$ cat src/rtl/fan_pipe.sv
// fan_pipe: pipelined add/subtract. Each stage resolves k bits of the sum with a ripple chain.
// Valid/ready on both sides, with a combinational ready chain so occupancy never needs a skid buffer.
module fan_pipe #(
    parameter int unsigned n = 8,
    parameter int unsigned k = 4
) (
    input  logic         clk,
    input  logic         rst,
    input  logic         in_valid,
    output logic         in_ready,
    input  logic [n-1:0] a,
    input  logic [n-1:0] b,
    input  logic         cin,
    input  logic         sub,
    output logic         out_valid,
    input  logic         out_ready,
    output logic [n-1:0] s,
    output logic         cout,
    output logic         ovf
);
    localparam int unsigned p = n / k;

    logic [p-1:0] vld_q, vld_d;
    logic [n-1:0] a_q [p];
    logic [n-1:0] a_d [p];
    logic [n-1:0] b_q [p];
    logic [n-1:0] b_d [p];
    logic [n-1:0] s_q [p];
    logic [n-1:0] s_d [p];
    logic [p-1:0] c_q, c_d;
    logic         cm_q, cm_d;

    // go[j]: stage j may load this cycle; go[p] is the downstream acceptance.
    logic [p:0]   go;

    logic [p-1:0] in_vld;
    logic [n-1:0] in_a [p];
    logic [n-1:0] in_b [p];
    logic [n-1:0] in_s [p];
    logic [p-1:0] in_c;

    logic [n-1:0] rs;
    logic         rc;
    logic         rm;

    always_comb begin
        go[p] = out_ready;
        for (int j = int'(p) - 1; j >= 0; j--) begin
            go[j] = !vld_q[j] || go[j+1];
        end
    end

    assign in_ready = go[0] && !rst;

    // Stage 0 sees the conditioned operands; later stages see the previous stage register.
    always_comb begin
        in_vld[0] = in_valid && in_ready;
        in_a[0]   = a;
        in_b[0]   = sub ? ~b : b;
        in_s[0]   = '0;
        in_c[0]   = sub ? ~cin : cin;
        for (int j = 1; j < int'(p); j++) begin
            in_vld[j] = vld_q[j-1];
            in_a[j]   = a_q[j-1];
            in_b[j]   = b_q[j-1];
            in_s[j]   = s_q[j-1];
            in_c[j]   = c_q[j-1];
        end
    end

    always_comb begin
        vld_d = vld_q;
        a_d   = a_q;
        b_d   = b_q;
        s_d   = s_q;
        c_d   = c_q;
        cm_d  = cm_q;
        rs    = '0;
        rc    = 1'b0;
        rm    = 1'b0;
        for (int j = 0; j < int'(p); j++) begin
            rs = in_s[j];
            rc = in_c[j];
            for (int i = 0; i < int'(k); i++) begin
                rs[j*int'(k)+i] = in_a[j][j*int'(k)+i] ^ in_b[j][j*int'(k)+i] ^ rc;
                if (j * int'(k) + i == int'(n) - 1) begin
                    rm = rc;
                end
                rc = (in_a[j][j*int'(k)+i] & in_b[j][j*int'(k)+i])
                   | (rc & (in_a[j][j*int'(k)+i] ^ in_b[j][j*int'(k)+i]));
            end
            if (go[j]) begin
                vld_d[j] = in_vld[j];
            end
            // Data only moves with a real operation, so outputs never toggle under bubbles.
            if (go[j] && in_vld[j]) begin
                a_d[j] = in_a[j];
                b_d[j] = in_b[j];
                s_d[j] = rs;
                c_d[j] = rc;
                if (j == int'(p) - 1) begin
                    cm_d = rm;
                end
            end
        end
    end

    always_ff @(posedge clk) begin
        if (rst) begin
            vld_q <= '0;
            c_q   <= '0;
            cm_q  <= 1'b0;
            for (int j = 0; j < int'(p); j++) begin
                a_q[j] <= '0;
                b_q[j] <= '0;
                s_q[j] <= '0;
            end
        end else begin
            vld_q <= vld_d;
            a_q   <= a_d;
            b_q   <= b_d;
            s_q   <= s_d;
            c_q   <= c_d;
            cm_q  <= cm_d;
        end
    end

    assign out_valid = vld_q[p-1];
    assign s         = s_q[p-1];
    assign cout      = c_q[p-1];
    assign ovf       = cm_q ^ c_q[p-1];

endmodule

$ cat config.mk
export PLATFORM = sky130hd
export DESIGN_NAME = fan_pipe
export DESIGN_NICKNAME = d
export VERILOG_FILES = /design/src/rtl/fan_pipe.sv
export SDC_FILE = /design/constraint.sdc
export NUM_CORES = 1
export LEC_CHECK = 0
export ABC_CLOCK_PERIOD_IN_PS = 5600
export CAP_MARGIN = 20
export CORE_MARGIN = 2
export CORE_UTILIZATION = 30
export CTS_CLUSTER_DIAMETER = 40
export CTS_CLUSTER_SIZE = 14
export DETAILED_ROUTE_END_ITERATION = 10
export PLACE_DENSITY_LB_ADDON = 0.1
export SLEW_MARGIN = 20
export SYNTH_ARGS = -nofsm -noshare
export SYNTH_HDL_FRONTEND = slang
export SYNTH_SLANG_ARGS = --single-unit
$ cat constraint.sdc
create_clock -name clk -period 5.6 [get_ports clk]
set_input_delay 1.4 -clock clk [delete_from_list [all_inputs] [get_ports clk]]
set_output_delay 1.4 -clock clk [all_outputs]
set_load 0.05 [all_outputs]
==> flow_summary_export.csv, run 1 <==
group,metric,value,unit
yosys,ys_ff_latch,25,
yosys,yosysWarnings,0,
yosys,synthFlopType,"dfxtp_1",
grt,grt_max_degree,32,
grt,first_global_vias,1064,
yosys,yosysSeqAreaShare,37.81,%
final_layout,final_nets,189,
timing,finalCriticalPeriod,4381,ps
clocking,numCtsBuffers,3,
power,power_leakage,0.0006090,µW
timing,final-hold-violation-count,0,
timing,fmax,0.2282,GHz
timing,slew_headroom,59.42,%
die,die_w,70.43,µm
yosys,synth.distinct_cells,24,
power,ir_drop,0.1153,mV
worst_setup_path,worstSetupEndpointType,"output pin",
detailed_routing,first_iter_violations,36,
yosys,synth.area.top_cells,"dfxtp_1, fa_1, a21oi_1, xnor2_1, inv_1",
final_layout,mostFrequentLayoutCells,"clkdlybuf4s50_1, dfxtp_1, a21oi_1",
power,p_total,407.4,µW
die,core,4294,µm²
clocking,tritoncts,"done",
grt,antenna_found_initial,0,
clocking,cts_hold_buffers,0,
clocking,cts_max_level,1,
die,start_util,30.83,%
min_path,whs_path_depth,2,
yosys,syn_inst,131,
grt,grt_pass1_wl,4795,µm
yosys,yosys.area.top_type_share,37.81,%
worst_setup_path,crit_chain,"clkdlybuf4s50_1, nor2b_4, a21oi_1, clkdlybuf4s50_1",
worst_setup_path,cpPeakStageDelay,810,ps
worst_setup_path,crit_family,"buffers and inverters",
grt,track_usage,11.89,%
placed_design,place.gp.congestion,0.7213,
final_layout,layout-drive-gt1-share,8.861,%
worst_setup_path,worst_path_max_delay_cell,"clkdlybuf4s50_1",
detailed_routing,wl,2706,µm
clocking,ctsResizeCount,0,
yosys,syn_area,1324,µm²
power,p_per_area,240.1,nW/µm²
clocking,cts_max_path_buffers,2,
run,maxCapViolCount,0,
power,clkPwrFrac,26.6,%
detailed_routing,vias,1007,
power,power_switching,120.5,µW
timing,drv_slew,0,
yosys,syn_area_per_cell,10.11,µm²
timing,period_share,78.24,%
final_layout,antenna_cells,0,
detailed_routing,drc,0,
placed_design,hpwlAfterDp,2050,µm
clocking,clk_pin_slew,90,ps
detailed_routing,drt-pass1-iter-count,4,
power,p_seq_share,49.1,%
worst_setup_path,critPathRequiredTime,4200,ps
power,pwr-share-comb,24.3,%
timing,tns,0,ps
worst_setup_path,worstSetupPathDepth,4,
die,ioPinCount,34,
power,p_sw_share,29.59,%
worst_setup_path,crit_arrival,2980,ps
worst_setup_path,start_kind,"input pin",
worst_setup_path,path_class,"in2out",
die,dieArea,4960,µm²
yosys,async_flop_share,0,%
final_layout,area_growth,28.17,%
clocking,cts.sinks,25,
yosys,synth_nets,161,
timing,setup_viol,0,
die,die_y,70.43,µm
worst_setup_path,critPathBufInv,2,
yosys,yosys.area.top_type,"dfxtp_1",
worst_setup_path,crit_fanout,9,
timing,skew,2.521,ps
power,p_int,286.8,µW
yosys,synth-edff-count,0,
clocking,cts_setup_buffers,0,
run_status,status,"finished clean",
detailed_routing,viasPerCell,4.795,
detailed_routing,ant_nets,0,
die,rows,24,
placed_design,portBuffers,33,
grt,grt-ovfl-total,0,
worst_setup_path,reg2reg_depth,10,
timing,worst_slew_pin_slew,607.9,ps
clocking,clockRootBuffer,"clkbuf_8",
min_path,hold_path_class,"reg2reg",
detailed_routing,detail_route.wl_per_cell,12.89,µm
worst_setup_path,crit_top_cell,"clkdlybuf4s50_1",
clocking,insertion_delay,260,ps
timing,rsz0062_at_grt,"no",
final_layout,final_common_cell,"clkdlybuf4s50_1",
## worst reg2reg max path, cell delays in order, from the launching register on
cell and delay (ps):
dfxtp_1 320, inv_1 70, fa_1 420, inv_1 80, fa_1 150, inv_1 50
fa_1 400, inv_1 80, fa_1 400, nand3_1 90, a21oi_1 80
## power groups by stage
stage                     clock (µW)  combinational (µW)  sequential, µW
after CTS                        113                 101             200
after global routing             120                 111             202
after global placement             0                 100             204
after floorplan                    0                56.7             214
after detailed placement           0                 101             204
final                            108                99.0             200
## per-stage QoR
step	std cells	utilization, %	worst slack, ps	area [µm²]	hold slack [ps]
floorplan	131	-	1675	1324	444.2
global placement	206	38.37	1217	1648	471.0
detailed placement	206	38.37	1211	1648	473.6
CTS	210	39.51	1205	1697	486.2
global route	210	39.51	1128	1697	513.7
finish	210	39.51	1219	1697	488.8
## path summary, 6_finish.rpt
kind / startpoint / endpoint / slack (ps)
worst max register to register: a_q[12]$_SDFFE_PP0P_ / s[7]$_SDFFE_PP0P_ / 3350
worst min-delay path: in_s[2]$_SDFFE_PP0P_ / s[2]$_SDFFE_PP0P_ / 490
worst min register to register: in_s[2]$_SDFFE_PP0P_ / s[2]$_SDFFE_PP0P_ / 490
worst max-delay path: out_ready / in_ready / 1220
## cells in the mapped netlist (4+ instances only)
cell type,instances
nand3_1,7
o21ai_0,7
a211oi_2,4
fa_1,8
dfxtp_1,25
buf_2,5
a21oi_1,20
inv_1,14
nand2b_1,7
xnor2_1,8
## layer usage
layer	vias to the layer above	GRT usage, %	share of wire [%]
li1	499	-	-
met1	479	15.13	47
met2	27	20.44	48
met3	2	1.876	3.8
met4	0	3.846	0.52
met5	-	0	0
## layout make-up
type                            instances  area, µm²
Clock buffer                            3      41.29
Clock inverter                          1      7.507
Timing Repair Buffer                   34      337.8
Fill cell                             455       2597
Multi-Input combinational cell         81      691.9
Inverter                               14      52.55
Sequential cell                        25      500.5
Tap cell                               52      65.06
## flip-flops by register name (all words and copies together), names as in the netlist
signal and count:
b_q 4, a_q 4, s 8, c_q 2, vld_q 2, in_s 4
cm_q 1
## kinds of logic (layout without fill, tap and decap cells)
group | Yosys count | after routing | share of synthesized area [%]
compound gates | 41 | 41 | 21.74
mux | 3 | 3 | 2.269
flops | 25 | 25 | 37.81
xor+xnor | 10 | 10 | 6.617
simple gates | 19 | 19 | 9.546
fa+ha+maj | 8 | 8 | 12.10
buf+inv | 25 | 52 | 9.923
Power figures use the tool's default switching activity.
==> run 2: changes to the inputs <==
- ABC_CLOCK_PERIOD_IN_PS: 5600 -> 4300
- clock period: 5.6 -> 4.3 ns (I/O delays scaled with it)
==> run 2 against run 1 <==
  * Largest cell class unchanged
  * Cell count is 0.48% higher
  * Critical path depth is 5 higher
  * Setup slack worse by 350 ps
  * Largest power group unchanged
==> flow_summary_export.csv, run 2 (synthesis results as in run 1) <==
group,metric,value,unit
run_status,status,"finished clean",
grt,grt-ovfl-total,0,
detailed_routing,first_iter_violations,49,
timing,skew,6.230,ps
timing,drv_slew,0,
detailed_routing,detail_route.wl_per_cell,12.57,µm
placed_design,dpl_cell_area,1665,µm²
power,ir_drop,0.1179,mV
clocking,clockRootBuffer,"clkbuf_8",
worst_setup_path,crit_arrival,3570,ps
final_layout,largest_reg_flops,8,
clocking,tritoncts,"done",
timing,rsz0062_at_grt,"no",
final_layout,n_fill_cell,446,
worst_setup_path,crit_fanout,4,
timing,tns,0,ps
placed_design,portBuffers,33,
final_layout,seq_area,500.5,µm²
timing,finalCriticalPeriod,3429,ps
min_path,hp-start,"s[2]$_SDFFE_PP0P_",
die,dieArea,4960,µm²
placed_design,post-place-cells,207,
die,start_util,30.83,%
worst_setup_path,worst_r2r_endpoint,"s[7]$_SDFFE_PP0P_",
grt,antenna_found_initial,0,
worst_setup_path,start_kind,"input pin",
timing,worst_slack,871.0,ps
worst_setup_path,worstSetupEndpointType,"flop",
min_path,whs_path_depth,2,
worst_setup_path,path_class,"in2reg",
clocking,numCtsBuffers,3,
run,maxCapViolCount,0,
min_path,whs_endpoint,"s[2]$_SDFFE_PP0P_",
detailed_routing,wl,2652,µm
final_layout,area_growth,29.30,%
clocking,cts.sinks,25,
power,p_sw_share,29.21,%
clocking,cts_max_level,1,
power,clkPwrFrac,26.0,%
final_layout,mostFrequentLayoutCells,"clkdlybuf4s50_1, dfxtp_1, a21oi_1",
power,p_seq_share,49.2,%
clocking,insertion_delay,260,ps
grt,first_global_vias,1090,
die,die_y,70.43,µm
detailed_routing,viasPerCell,4.744,
detailed_routing,drt-pass1-iter-count,4,
clocking,cts_setup_buffers,0,
clocking,cts_hold_buffers,0,
worst_setup_path,reg2reg_depth,10,
detailed_routing,ant_nets,0,
power,p_int,374.6,µW
final_layout,final_common_cell,"clkdlybuf4s50_1",
grt,track_usage,11.99,%
final_layout,layout-drive-gt1-share,10.06,%
timing,fmax,0.2916,GHz
timing,worst_slew_pin_slew,603.4,ps
die,rows,24,
timing,period_share,79.74,%
min_path,hold_path_class,"reg2reg",
power,p_per_area,309.2,nW/µm²
detailed_routing,vias,1001,
final_layout,final_area,1712,µm²
detailed_routing,drc,0,
timing,final-hold-violation-count,0,
power,pwr-share-comb,24.9,%
worst_setup_path,critPathRequiredTime,4440,ps
die,die_w,70.43,µm
timing,setup_viol,0,
clocking,cts_max_path_buffers,2,
placed_design,hpwlAfterDp,2013,µm
die,core,4294,µm²
grt,grt_pass1_wl,4850,µm
final_layout,multi_input_area,691.9,µm²
power,power_switching,154.6,µW
final_layout,instances_no_fill,211,
final_layout,final_nets,190,
power,power_leakage,0.0006230,µW
die,ioPinCount,34,
placed_design,place.gp.congestion,0.7004,
timing,slew_headroom,59.72,%
placed_design,pre_cts_slack,566.2,ps
clocking,ctsResizeCount,0,
final_layout,antenna_cells,0,
power,p_total,529.2,µW
clocking,clk_pin_slew,90,ps
worst_setup_path,r2r-start,"a_q[12]$_SDFFE_PP0P_",
worst_setup_path,reg2reg_slack,2040,ps
grt,grt_max_degree,32,
run 2: cell count changes in the layout (fill, tap and decap cells not counted), sizes merged:
| cell | before | now |
|---|---|---|
| buf | 1 | 3 |
| clkdlybuf4s50 | 33 | 32 |
| clkinv | 0 | 1 |
| clkinvlp | 1 | 0 |
run 2: layer usage:
metal / share of wire [%] / vias to the layer above / global-route usage [%] / routed length [µm]
li1: - / 503 / - / -
met2: 47 / 25 / 20.13 / 1244
met1: 48 / 471 / 15.49 / 1280
met5: 0 / - / 0 / 0
met3: 3.5 / 2 / 1.732 / 92
met4: 1.3 / 0 / 4.487 / 34
run 2: critical path, stage by stage:
cell and delay (ps):
clkdlybuf4s50_1 580, xnor2_1 130, fa_1 420, fa_1 390
fa_1 370, inv_1 70, fa_1 400, nand2b_1 80
mux2i_1 60
run 2: worst max-delay path by stage:
stage	depth (start not counted)	to	from
finish	9	in_s[3]$_SDFFE_PP0P_	sub
CTS	9	in_s[3]$_SDFFE_PP0P_	sub
detailed placement	9	in_s[3]$_SDFFE_PP0P_	sub
floorplan	3	in_ready	rst
global route	9	in_s[3]$_SDFFE_PP0P_	sub
global placement	9	in_s[3]$_SDFFE_PP0P_	sub
run 2: final cells by class:
type | instances | area share (%)
multi-input combinational | 81 | 40.42
tap | 52 | 3.801
inverter | 14 | 3.070
clock inverter | 1 | 0.2924
clock buffer | 3 | 2.412
sequential | 25 | 29.24
timing repair buffer | 35 | 20.76
run 2: power groups by stage:
| stage | Sequential [µW] | Clock [µW] | Combinational [µW] |
|---|---|---|---|
| floorplan | 278 | 0 | 73.8 |
| global placement | 265 | 0 | 133 |
| detailed placement | 266 | 0 | 134 |
| CTS | 260 | 144 | 135 |
| global route | 263 | 150 | 148 |
| finish | 260 | 137 | 132 |
run 2: through the flow:
stage | util (%) | hold WS, ps
2_1_floorplan | - | 444.2
3_3_place_gp | 38.78 | 468.2
3_5_place_dp | 38.78 | 469.8
4_1_cts | 39.86 | 484.0
5_1_grt | 39.86 | 502.8
6_report | 39.86 | 480.6
==> run 3: changes to the inputs <==
- ABC_CLOCK_PERIOD_IN_PS: 4300 -> 3400
- clock period: 4.3 -> 3.4 ns (I/O delays scaled with it)
==> run 3 against run 2 <==
  * Die area stayed put
  * Setup slack got worse by 640 ps
  * Clock power increased by 30%
  * Design area increased by 0.44%
  * Register-to-register slack got worse by 880 ps
  * Sequential share of layout area is 0.13 points lower
  * Largest cell class unchanged
  * Highest routed layer unchanged
==> flow_summary_export.csv, run 3 (synthesis results as in run 1) <==
group,metric,value,unit
grt,grt-ovfl-total,0,
worst_setup_path,crit_fanout,4,
min_path,hold_path_class,"reg2reg",
clocking,insertion_delay,270,ps
worst_setup_path,worstSetupEndpointType,"flop",
detailed_routing,first_iter_violations,89,
power,ir_drop,0.1377,mV
detailed_routing,viasPerCell,4.684,
clocking,tritoncts,"done",
clocking,cts.sinks,25,
worst_setup_path,reg2reg_slack,1160,ps
timing,finalCriticalPeriod,3172,ps
worst_setup_path,critPathBufInv,2,
grt,antenna_found_initial,0,
worst_setup_path,crit_arrival,3320,ps
timing,skew,5.155,ps
worst_setup_path,worst_path_max_delay_cell,"clkdlybuf4s50_1",
die,core,4294,µm²
final_layout,instances_no_fill,212,
worst_setup_path,crit_top_cell,"fa_1",
die,start_util,30.83,%
run,maxCapViolCount,0,
timing,fmax,0.3153,GHz
clocking,cts_max_path_buffers,2,
placed_design,hpwlAfterDp,2032,µm
run_status,status,"finished clean",
final_layout,area_growth,29.87,%
worst_setup_path,start_kind,"input pin",
timing,drv_slew,0,
placed_design,portBuffers,33,
grt,first_global_vias,1049,
worst_setup_path,critPathRequiredTime,3550,ps
worst_setup_path,path_class,"in2reg",
final_layout,layout-drive-gt1-share,10.63,%
final_layout,final_common_cell,"clkdlybuf4s50_1",
grt,track_usage,12.24,%
grt,grt_max_degree,32,
die,ioPinCount,34,
timing,period_share,93.28,%
clocking,cts_setup_buffers,0,
detailed_routing,wl,2692,µm
detailed_routing,ant_nets,0,
timing,rsz0062_at_grt,"no",
clocking,numCtsBuffers,3,
timing,setup_viol,0,
power,p_per_area,391.8,nW/µm²
clocking,cts_max_level,1,
final_layout,final_nets,191,
die,rows,24,
detailed_routing,drc,0,
die,dieArea,4960,µm²
die,die_w,70.43,µm
grt,grt_pass1_wl,4850,µm
clocking,clk_pin_slew,90,ps
final_layout,mostFrequentLayoutCells,"clkdlybuf4s50_1, dfxtp_1, a21oi_1",
power,power_leakage,0.0006278,µW
detailed_routing,vias,993,
clocking,ctsResizeCount,0,
placed_design,place.gp.congestion,0.7136,
timing,final-hold-violation-count,0,
placed_design,post-place-cells,208,
final_layout,antenna_cells,0,
timing,slew_headroom,60.09,%
final_layout,largest_reg_flops,8,
worst_setup_path,crit_chain,"clkdlybuf4s50_1, xnor2_1, fa_1, fa_1, fa_1, inv_1, fa_1, nand2b_1, mux2i_1",
detailed_routing,drt-pass1-iter-count,4,
clocking,clockRootBuffer,"clkbuf_8",
detailed_routing,detail_route.wl_per_cell,12.70,µm
timing,worst_slew_pin_slew,597.8,ps
clocking,cts_hold_buffers,0,
worst_setup_path,cpPeakStageDelay,570,ps
worst_setup_path,crit_family,"adder cells",
timing,worst_slack,228.5,ps
placed_design,pre_cts_slack,-76.83,ps
die,die_y,70.43,µm
[run 3: cell types whose count changed in the layout (fill, tap and decap cells not counted)]
cell / previous run / this run
buf_4: 2 / 3
[run 3: cell type report]
type / count / area [µm²]
fillers: 456 / 2575
multi-input cells: 81 / 691.9
flip-flops and latches: 25 / 500.5
repair buffers: 36 / 362.8
well taps: 52 / 65.06
inverters: 14 / 52.55
clock buffers: 3 / 41.29
clock inverters: 1 / 5.005
[run 3: per-layer routing]
layer  vias up  part of all wire, %  global-route usage [%]  wire (µm)
met3         2                  3.2                   1.732         85
met5         -                    0                       0          0
met4         0                  1.3                   5.128         34
li1        502                    -                       -          -
met1       466                   49                   16.59       1314
met2        23                   47                   19.39       1258
[run 3: worst paths after layout]
| check | startpoint | end | depth (start not counted) |
|---|---|---|---|
| worst min register to register | s[7]$_SDFFE_PP0P_ | s[7]$_SDFFE_PP0P_ | 2 |
| worst min-delay path | s[7]$_SDFFE_PP0P_ | s[7]$_SDFFE_PP0P_ | 2 |
| worst max-delay path | sub | in_s[3]$_SDFFE_PP0P_ | 9 |
| worst max register to register | a_q[12]$_SDFFE_PP0P_ | s[7]$_SDFFE_PP0P_ | 10 |
[run 3: tightest hold or removal path, cell delays in order (launching register included)]
cell	delay, ps
dfxtp_1	320
o21ai_0	60
a21oi_1	60
[run 3: metrics by stage]
| stage | util (%) | area [µm²] | hold WS (ps) | power [µW] | TNS (ps) |
|---|---|---|---|---|---|
| final | 40.04 | 1719 | 480.2 | 673.5 | 0 |
| after CTS | 40.04 | 1719 | 481.6 | 681.8 | 0 |
| after global routing | 40.04 | 1719 | 508.0 | 713.6 | 0 |
| after detailed placement | 38.96 | 1673 | 468.9 | 505.9 | -76.83 |
| after floorplan | - | 1324 | 444.2 | 445.1 | 0 |
| after global placement | 38.96 | 1673 | 468.2 | 504.6 | -38.42 |
[run 3: power breakdown]
part           switching [µW]  internal [µW]
registers                14.6            314
clock network            95.8           81.9
logic                    88.7           78.2
total                     199            474
